$ cat src/rtl/clkdiv_pkg.sv
// Shared types and constants for the clock-divider configuration front-end.
// The duty arithmetic is done in percent with round-to-nearest before division.
package clkdiv_pkg;

   typedef enum logic [1:0] {
      ST_IDLE = 2'd0,
      ST_CALC = 2'd1,
      ST_HOLD = 2'd2
   } state_e;

   localparam int DUTY_W   = 7;
   localparam int DUTY_DEN = 100;
   localparam int DUTY_RND = 50;
   localparam int DUTY_MAX = 99;
   localparam int DIV_MIN  = 2;

   // Product of a period and a 7-bit duty needs this many bits.
   function automatic int prod_w(input int div_w);
      return div_w + DUTY_W;
   endfunction

   localparam int DIV_W_DEF  = 32;
   localparam int PROD_W_DEF = DIV_W_DEF + DUTY_W;

endpackage

$ cat src/rtl/clkdiv_seq_div.sv
// Restoring divider by the constant DUTY_DEN, one quotient bit per clock.
// start_i loads the dividend; done_o rises after exactly W iterations and stays high.
module clkdiv_seq_div
   import clkdiv_pkg::*;
#(
   parameter int W = PROD_W_DEF
) (
   input  logic         clk_i,
   input  logic         rst,
   input  logic         start_i,
   input  logic [W-1:0] dividend_i,
   output logic [W-1:0] quot_o,
   output logic         done_o
);

   localparam int CNT_W = $clog2(W + 1);

   logic [W-1:0]     work_q, work_d;
   logic [6:0]       rem_q, rem_d;
   logic [CNT_W-1:0] cnt_q, cnt_d;
   logic             run_q, run_d;
   logic             done_q, done_d;
   logic [7:0]       trial;

   // work_q shifts dividend bits out of the top and quotient bits in at the bottom.
   always_comb begin
      work_d = work_q;
      rem_d  = rem_q;
      cnt_d  = cnt_q;
      run_d  = run_q;
      done_d = done_q;
      trial  = {rem_q, work_q[W-1]};
      if (start_i) begin
         work_d = dividend_i;
         rem_d  = 7'd0;
         cnt_d  = '0;
         run_d  = 1'b1;
         done_d = 1'b0;
      end else if (run_q) begin
         if (trial >= 8'(DUTY_DEN)) begin
            rem_d  = 7'(trial - 8'(DUTY_DEN));
            work_d = {work_q[W-2:0], 1'b1};
         end else begin
            rem_d  = trial[6:0];
            work_d = {work_q[W-2:0], 1'b0};
         end
         cnt_d = cnt_q + CNT_W'(1);
         if (cnt_q == CNT_W'(W - 1)) begin
            run_d  = 1'b0;
            done_d = 1'b1;
         end
      end
   end

   always_ff @(posedge clk_i or posedge rst) begin
      if (rst) begin
         work_q <= '0;
         rem_q  <= 7'd0;
         cnt_q  <= '0;
         run_q  <= 1'b0;
         done_q <= 1'b0;
      end else begin
         work_q <= work_d;
         rem_q  <= rem_d;
         cnt_q  <= cnt_d;
         run_q  <= run_d;
         done_q <= done_d;
      end
   end

   assign quot_o = work_q;
   assign done_o = done_q;

endmodule

$ cat src/rtl/clkdiv_cfg_ctrl.sv
// Converts period/duty/phase requests into divider high/low/wait counts and
// pulses the divider reset so the new waveform starts from a known phase.
module clkdiv_cfg_ctrl
   import clkdiv_pkg::*;
#(
   parameter int DIV_W      = 32,
   parameter int RST_CYCLES = 2
) (
   input  logic             clk_i,
   input  logic             rst,
   // Handshake: a request transfers on a rising edge with cfg_valid_i && cfg_ready_o;
   // the requester holds valid and data stable until then, nothing is queued.
   input  logic             cfg_valid_i,
   output logic             cfg_ready_o,
   input  logic [DIV_W-1:0] div_i,
   input  logic [6:0]       duty_pct_i,
   input  logic [DIV_W-1:0] phase_i,
   output logic [DIV_W-1:0] high_count_o,
   output logic [DIV_W-1:0] low_count_o,
   output logic [DIV_W-1:0] wait_count_o,
   output logic             div_rst_o,
   output logic             busy_o,
   output logic             err_o,
   output state_e           dbg_state_o
);

   localparam int PROD_W = prod_w(DIV_W);
   localparam int HC_W   = $clog2(RST_CYCLES) + 1;

   state_e           state_q, state_d;
   logic [HC_W-1:0]  hold_q, hold_d;
   logic [DIV_W-1:0] high_q, high_d, low_q, low_d, wait_q, wait_d;
   logic [DIV_W-1:0] div_val_q, div_val_d, phase_q, phase_d;
   logic             div_rst_q, div_rst_d, err_q, err_d;

   logic              handshake, illegal, div_start, div_done;
   logic [PROD_W-1:0] product, quot;
   logic [DIV_W-1:0]  h_calc, l_calc, w_calc;

   assign handshake = cfg_valid_i && (state_q == ST_IDLE);
   assign illegal   = (div_i < DIV_W'(DIV_MIN)) || (duty_pct_i == 7'd0) ||
                      (duty_pct_i > 7'(DUTY_MAX));
   assign div_start = handshake && !illegal;
   assign product   = PROD_W'(div_i) * PROD_W'(duty_pct_i) + PROD_W'(DUTY_RND);

   clkdiv_seq_div #(.W(PROD_W)) u_div (
      .clk_i      (clk_i),
      .rst        (rst),
      .start_i    (div_start),
      .dividend_i (product),
      .quot_o     (quot),
      .done_o     (div_done)
   );

   // Both halves of the period must be at least one cycle long.
   always_comb begin
      if (quot == '0)
         h_calc = DIV_W'(1);
      else if (quot >= PROD_W'(div_val_q))
         h_calc = div_val_q - DIV_W'(1);
      else
         h_calc = quot[DIV_W-1:0];
      l_calc = div_val_q - h_calc;
      w_calc = (&phase_q) ? phase_q : phase_q + DIV_W'(1);
   end

   always_comb begin
      state_d   = state_q;
      hold_d    = hold_q;
      high_d    = high_q;
      low_d     = low_q;
      wait_d    = wait_q;
      div_val_d = div_val_q;
      phase_d   = phase_q;
      div_rst_d = div_rst_q;
      err_d     = err_q;
      case (state_q)
         ST_IDLE: begin
            if (handshake) begin
               err_d = illegal;
               if (!illegal) begin
                  div_val_d = div_i;
                  phase_d   = phase_i;
                  state_d   = ST_CALC;
               end
            end
         end
         ST_CALC: begin
            if (div_done) begin
               high_d    = h_calc;
               low_d     = l_calc;
               wait_d    = w_calc;
               div_rst_d = 1'b1;
               hold_d    = '0;
               state_d   = ST_HOLD;
            end
         end
         ST_HOLD: begin
            if (hold_q == HC_W'(RST_CYCLES - 1)) begin
               div_rst_d = 1'b0;
               state_d   = ST_IDLE;
            end else begin
               hold_d = hold_q + HC_W'(1);
            end
         end
         default: state_d = ST_HOLD;
      endcase
   end

   always_ff @(posedge clk_i or posedge rst) begin
      if (rst) begin
         state_q   <= ST_HOLD;
         hold_q    <= '0;
         high_q    <= DIV_W'(1);
         low_q     <= DIV_W'(1);
         wait_q    <= DIV_W'(1);
         div_val_q <= '0;
         phase_q   <= '0;
         div_rst_q <= 1'b1;
         err_q     <= 1'b0;
      end else begin
         state_q   <= state_d;
         hold_q    <= hold_d;
         high_q    <= high_d;
         low_q     <= low_d;
         wait_q    <= wait_d;
         div_val_q <= div_val_d;
         phase_q   <= phase_d;
         div_rst_q <= div_rst_d;
         err_q     <= err_d;
      end
   end

   assign cfg_ready_o  = (state_q == ST_IDLE);
   assign busy_o       = (state_q != ST_IDLE);
   assign high_count_o = high_q;
   assign low_count_o  = low_q;
   assign wait_count_o = wait_q;
   assign div_rst_o    = div_rst_q;
   assign err_o        = err_q;
   assign dbg_state_o  = state_q;

endmodule

$ cat config.mk
export PLATFORM = sky130hd
export DESIGN_NAME = clkdiv_cfg_ctrl
export DESIGN_NICKNAME = d
export VERILOG_FILES = /design/src/rtl/clkdiv_pkg.sv /design/src/rtl/clkdiv_seq_div.sv /design/src/rtl/clkdiv_cfg_ctrl.sv
export SDC_FILE = /design/constraint.sdc
export NUM_CORES = 1
export LEC_CHECK = 0
export CAP_MARGIN = 20
export CORE_MARGIN = 4
export CORE_UTILIZATION = 49
export DETAILED_ROUTE_END_ITERATION = 10
export PLACE_DENSITY = 0.7
export RECOVER_POWER = 100
export REMOVE_ABC_BUFFERS = 1
export SLEW_MARGIN = 15
export SYNTH_ARGS = -nofsm -noshare
export SYNTH_HDL_FRONTEND = slang
export SYNTH_SLANG_ARGS = --single-unit
$ cat constraint.sdc
create_clock -name clk_i -period 16.7 [get_ports clk_i]
set_input_delay 2.505 -clock clk_i [delete_from_list [all_inputs] [get_ports clk_i]]
set_output_delay 2.505 -clock clk_i [all_outputs]
set_load 0.1 [all_outputs]
======== Word-level counts from Yosys, hierarchy flattened ========
Cells that the tools add are included.
cells by class
  eq/ne operators ......................... 9
  add/subtract/negate cells ............... 7
  multipliers ............................. 1
  order comparisons ....................... 4
  reduce and logical (&&, ||, !) cells .... 20
  bitwise operators ....................... 1
  muxes and demuxes ....................... 28
operator list
  kind                                                          number
  two-way mux 32 bit                                            3
  two-way mux 39 bit                                            2
  adder 39 x 6 -> 39 bit (second input constant)                1
  >= comparator 39 x 32 -> 1 bit                                1
  zero test 39 bit                                              1
  multiplier 32 x 7 -> 39 bit                                   1
  adder 32 x 1 -> 32 bit (second input constant)                1
  less-than comparator 32 x 2 -> 1 bit (second input constant)  1
  AND reduction 32 bit                                          1
  subtractor 32 x 1 -> 32 bit (second input constant)           1
  subtractor 32 bit                                             1
  two-way mux 7 bit                                             3
  two-way mux 2 bit                                             6
  two-way mux 6 bit                                             2
  two-way mux 1 bit                                             9
  AND reduction 3 bit                                           3
  >= comparator 8 x 7 -> 1 bit (second input constant)          1
  nonzero test 2 bit                                            4
  greater-than comparator 7 bit (second input constant)         1
  zero test 7 bit                                               1
  subtractor 7 bit (second input constant)                      1
  adder 6 x 1 -> 6 bit (second input constant)                  1
  == test 6 bit (second input constant)                         1
  != test 2 bit (second input constant)                         3
  14 further kinds                                              20
word-level totals
  flip-flop bits (word level) ............. 220
  input bits .............................. 74
  output and inout port bits .............. 102
  logic and storage cells ................. 84

======== Longest topological paths before layout ========
  depth after elaboration ................. 7
  depth in mapped cells ................... 23

======== By module ========
Synthesis repeated with hierarchy kept, for this count alone.
unflattened totals
  cell total of the unflattened synthesis .. 2343
  area, all modules ....................... 20085.5 µm²
by module, submodules not included
  module           instances  area each (µm²)  cells an instance
  clkdiv_cfg_ctrl  1          17495.5          2093
  clkdiv_seq_div   1          2590.0           250

======== Least setup slack after synthesis ========
Ideal clock, no wire load.
  path kind ............................... input to register
  start point ............................. input duty_pct_i[6]
  end point ............................... register u_div.work_q[35] (netlist: u_div.quot_o[35])
  path slack .............................. 9101 ps
  data required time ...................... 16580 ps
  arrival ................................. 7478 ps
  library setup time ...................... 120 ps
  stages .................................. 19
  cell sequence ........................... clkbuf_1 and2_1 fa_1 fa_1 fa_1 inv_1 fa_1 inv_1 ha_1 clkbuf_1 a21o_1 a31o_2 a221o_1 o21ai_0 o211a_1 o21ai_1 o21a_1 or3_1 a31o_2
on the way
  longest elaborated chain between the ends .. 6
  elaborated cells on any way between the ends .. 10
RTL lines
  what                                                                                 RTL line               RTL
  from (decl)                                                                          clkdiv_cfg_ctrl.sv:16  input logic [6:0] duty_pct_i,
  parallel branches: the longest is 6 deep, another holds multiplier 32 x 7 -> 39 bit  --
  to (signal assigned)                                                                 clkdiv_seq_div.sv:63   work_q <= work_d;
  to (decl)                                                                            clkdiv_seq_div.sv:18   logic [W-1:0] work_q, work_d;
Parallel ways; which one is timed is not known.
A chain may end at the register's enable or synchronous reset.

==> flow_metrics.py <==
metrics = {
    "global_routing": {
        "grt.overflow.total": 0,
        "grt_pass1_wl_um": 83900,
        "antenna_found_initial": 0,
        "globalRouteTotalUtil_pct": 22.6,
        "grt_max_degree": 143,
        "grt_pass1_vias": 16400,
    },
    "timing": {
        "hold_violations": 0,
        "rsz0062_at_grt": "no",
        "fmaxAchievable_ghz": 0.102,
        "finalCritPeriodShare_pct": 58.8,
        "slew_violations": 697,
        "finalCriticalPeriod_ns": 9.82,
        "finClkSkew_ns": 0.00894,
        "slew_headroom_pct": -324,
        "setup_viol": 0,
        "worst-slew-pin-transition_ns": 6.36,
        "fin_setup_tns_ns": 0,
    },
    "clock_tree": {
        "h-tree-depth": 1,
        "clock_latency_ns": 0.51,
        "cts_buffer_depth": 3,
        "cts_resized": 0,
        "postCtsSetupBuffers": 0,
        "clkSinkCount": 220,
        "cts_root_buf": "clkbuf_16",
        "cts_tree": "built",
        "cts_hold_buf": 0,
        "path_clk_slew_ns": 0.06,
        "cts_inserted_buffers": 23,
    },
    "final_layout": {
        "ff_latch_area_um2": 5510,
        "final_layout_size_suffix_gt1_share_pct": 3.03,
        "layout_commonest_cell": "nand2_1",
        "areaGrowthSynthToFinish_pct": 14.3,
        "multiInputGateArea_um2": 13300,
        "diodes": 0,
        "layout_common_cells": "nand2_1 (365), inv_1 (231), o21ai_0 (215)",
        "fillers": 3621,
        "nNetsFinal": 2804,
        "fin_util_pct": 57.1,
    },
    "floorplanning": {
        "core_um2": 40100,
        "die-area_um2": 44200,
        "die_w_um": 210,
        "die_h_um": 210,
        "io_pins": 176,
        "start_util_pct": 49.9,
        "row_count": 73,
    },
    "worst_setup_path": {
        "critPathLaunch": "rst",
        "slowest_delay_ns": 3.38,
        "crit_top_cell": "clkbuf_1",
        "r2r-start": "div_val_q[8]",
        "crit_type": "in2async",
        "end_kind": "async pin",
        "worst_path_max_delay_cell": "clkinvlp_2",
        "required_ns": 16.72,
        "path_max_fanout": 142,
        "crit_chain": "dlygate4sd3_1 -> clkinvlp_2 -> clkbuf_1 -> clkbuf_1",
        "cp.arrival_ns": 9.83,
        "start_kind": "input pin",
    },
    "routing": {
        "drt-initial-drc-count": 965,
        "totalWireLength_um": 50300,
        "routedWlPerCell_um": 17.0,
        "avgViaCountPerCell": 5.49,
        "drt_pass1_iterations": 5,
        "ant_nets": 0,
        "via_count": 16300,
        "drcViolationCount": 0,
    },
    "status": {
        "status": "finished with violations",
        "violations": "max-capacitance violations, max-slew violations",
    },
    "synthesis": {
        "yosysWarnings": 0,
        "synth_cell_types": 68,
        "synth.cell_area_um2": 20000,
        "synth_edf_count": 0,
        "avgSynthCellArea_um2": 8.67,
        "synth_seq_cells": 220,
        "netlist_instances": 2311,
        "synth-main-ff-cell": "dfrtp_1",
        "synthArstFlopShare_pct": 100,
        "yosysSeqAreaShare_pct": 27.5,
    },
    "placement": {
        "gp_congestion": 0.925,
        "dpl.hpwl_um": 38500,
        "io_buffer_count": 175,
    },
    "run": {
        "drv_cap": 8,
    },
    "min_path": {
        "worstHoldStart": "wait_count_o[25]",
        "min_path_type": "reg2reg",
    },
}
==> per-stage QoR <==
stage	cell area, um2	std cells	hold WS, ns	setup slack, ns
CTS	22900	2965	0.483	7.93
global route	22900	2966	0.488	5.11
global placement	22200	2924	0.461	7.59
detailed placement	22200	2925	0.469	7.40
floorplan	19700	2213	0.479	8.18
finish	22900	2966	0.471	6.88
==> synthesized netlist by cell type (6+ instances only) <==
master    number  share of area (%)
a21o_1        35                1.3
xnor2_1       67                2.9
and2_1       197                6.2
nor4_1        30               0.94
a221oi_1       8               0.35
a31oi_1        8               0.25
o21a_1         9               0.34
buf_1          9               0.17
xor2_1        45                2.0
o21ai_0      215                5.4
a21oi_1       86                2.1
nand3_1       38               0.95
a211oi_1      25               0.94
clkbuf_1      86                1.6
dfrtp_1      215                 27
ha_1         150                9.4
mux2i_1       27                1.3
inv_1        232                4.3
nor3_1        24               0.60
or4_1          7               0.26
and3_1        13               0.41
nand2_1      365                6.8
mux2_2         8               0.45
fa_1         154                 15
or2_2          6               0.19
or3_1         15               0.47
o21bai_1      10               0.37
nand4_1       23               0.72
nor2b_1       16               0.50
nor2_1        70                1.3
o211ai_1      12               0.45
nand2b_1      21               0.66
o31ai_1       13               0.49
==> metal layers <==
layer  routed length [um]  up-vias  global-route usage [%]
met4                  609        0                    3.38
met3                 2380       47                    1.95
met1                23600     7907                    32.6
met2                23700      380                    38.3
met5                    0        -                       0
li1                     -     7950                       -
==> worst paths after layout <==
path                                    end  slack, ns  cells after the start
setup / recovery            low_count_o[28]       6.88                      4
hold / removal             wait_count_o[25]       0.47                      2
setup reg to reg            low_count_o[26]       9.42                     22
hold reg to reg            wait_count_o[25]       0.47                      2
max in group clk_i            div_val_q[21]       7.03                      8
min in group asynchronous      u_div.done_o       4.35                      2
==> critical path, delay by kind of cell <==
family / cells / cell delay (ns)
buffers and inverters: 4 / 7.06
==> final cells by class <==
cell class / instances / share of cell area [%]
Clock buffer: 36 / 2.99
Clock inverter: 4 / 0.224
Inverter: 232 / 3.81
Multi-Input combinational cell: 1761 / 58.1
Sequential cell: 220 / 24.1
Tap cell: 525 / 2.87
Timing Repair Buffer: 188 / 7.92
==> kinds of logic (layout without fill, tap and decap cells) <==
group | after synthesis | after routing | synth area share (%)
AND/OR/NAND/NOR | 846 | 846 | 20.9
XOR/XNOR | 112 | 112 | 4.90
AO/OA/AOI/OAI | 464 | 464 | 13.9
adder cells (fa/ha/maj) | 304 | 304 | 24.8
multiplexers | 35 | 35 | 1.80
buffers and inverters | 330 | 460 | 6.22
flip-flops | 220 | 220 | 27.5
==> sequential cells by signal (all words and copies together) (netlist names) <==
signal        flops
wait_count_o     32
high_count_o     32
u_div.cnt_q       6
u_div.done_o      1
phase_q          32
u_div.run_q       1
err_o             1
low_count_o      32
div_rst_o         1
hold_q            2
u_div.rem_q       7
div_val_q        32
u_div.quot_o     39
dbg_state_o       2
Power is not shown: default switching activity piles up to over one toggle a cycle in this logic, so the estimate is an artifact.
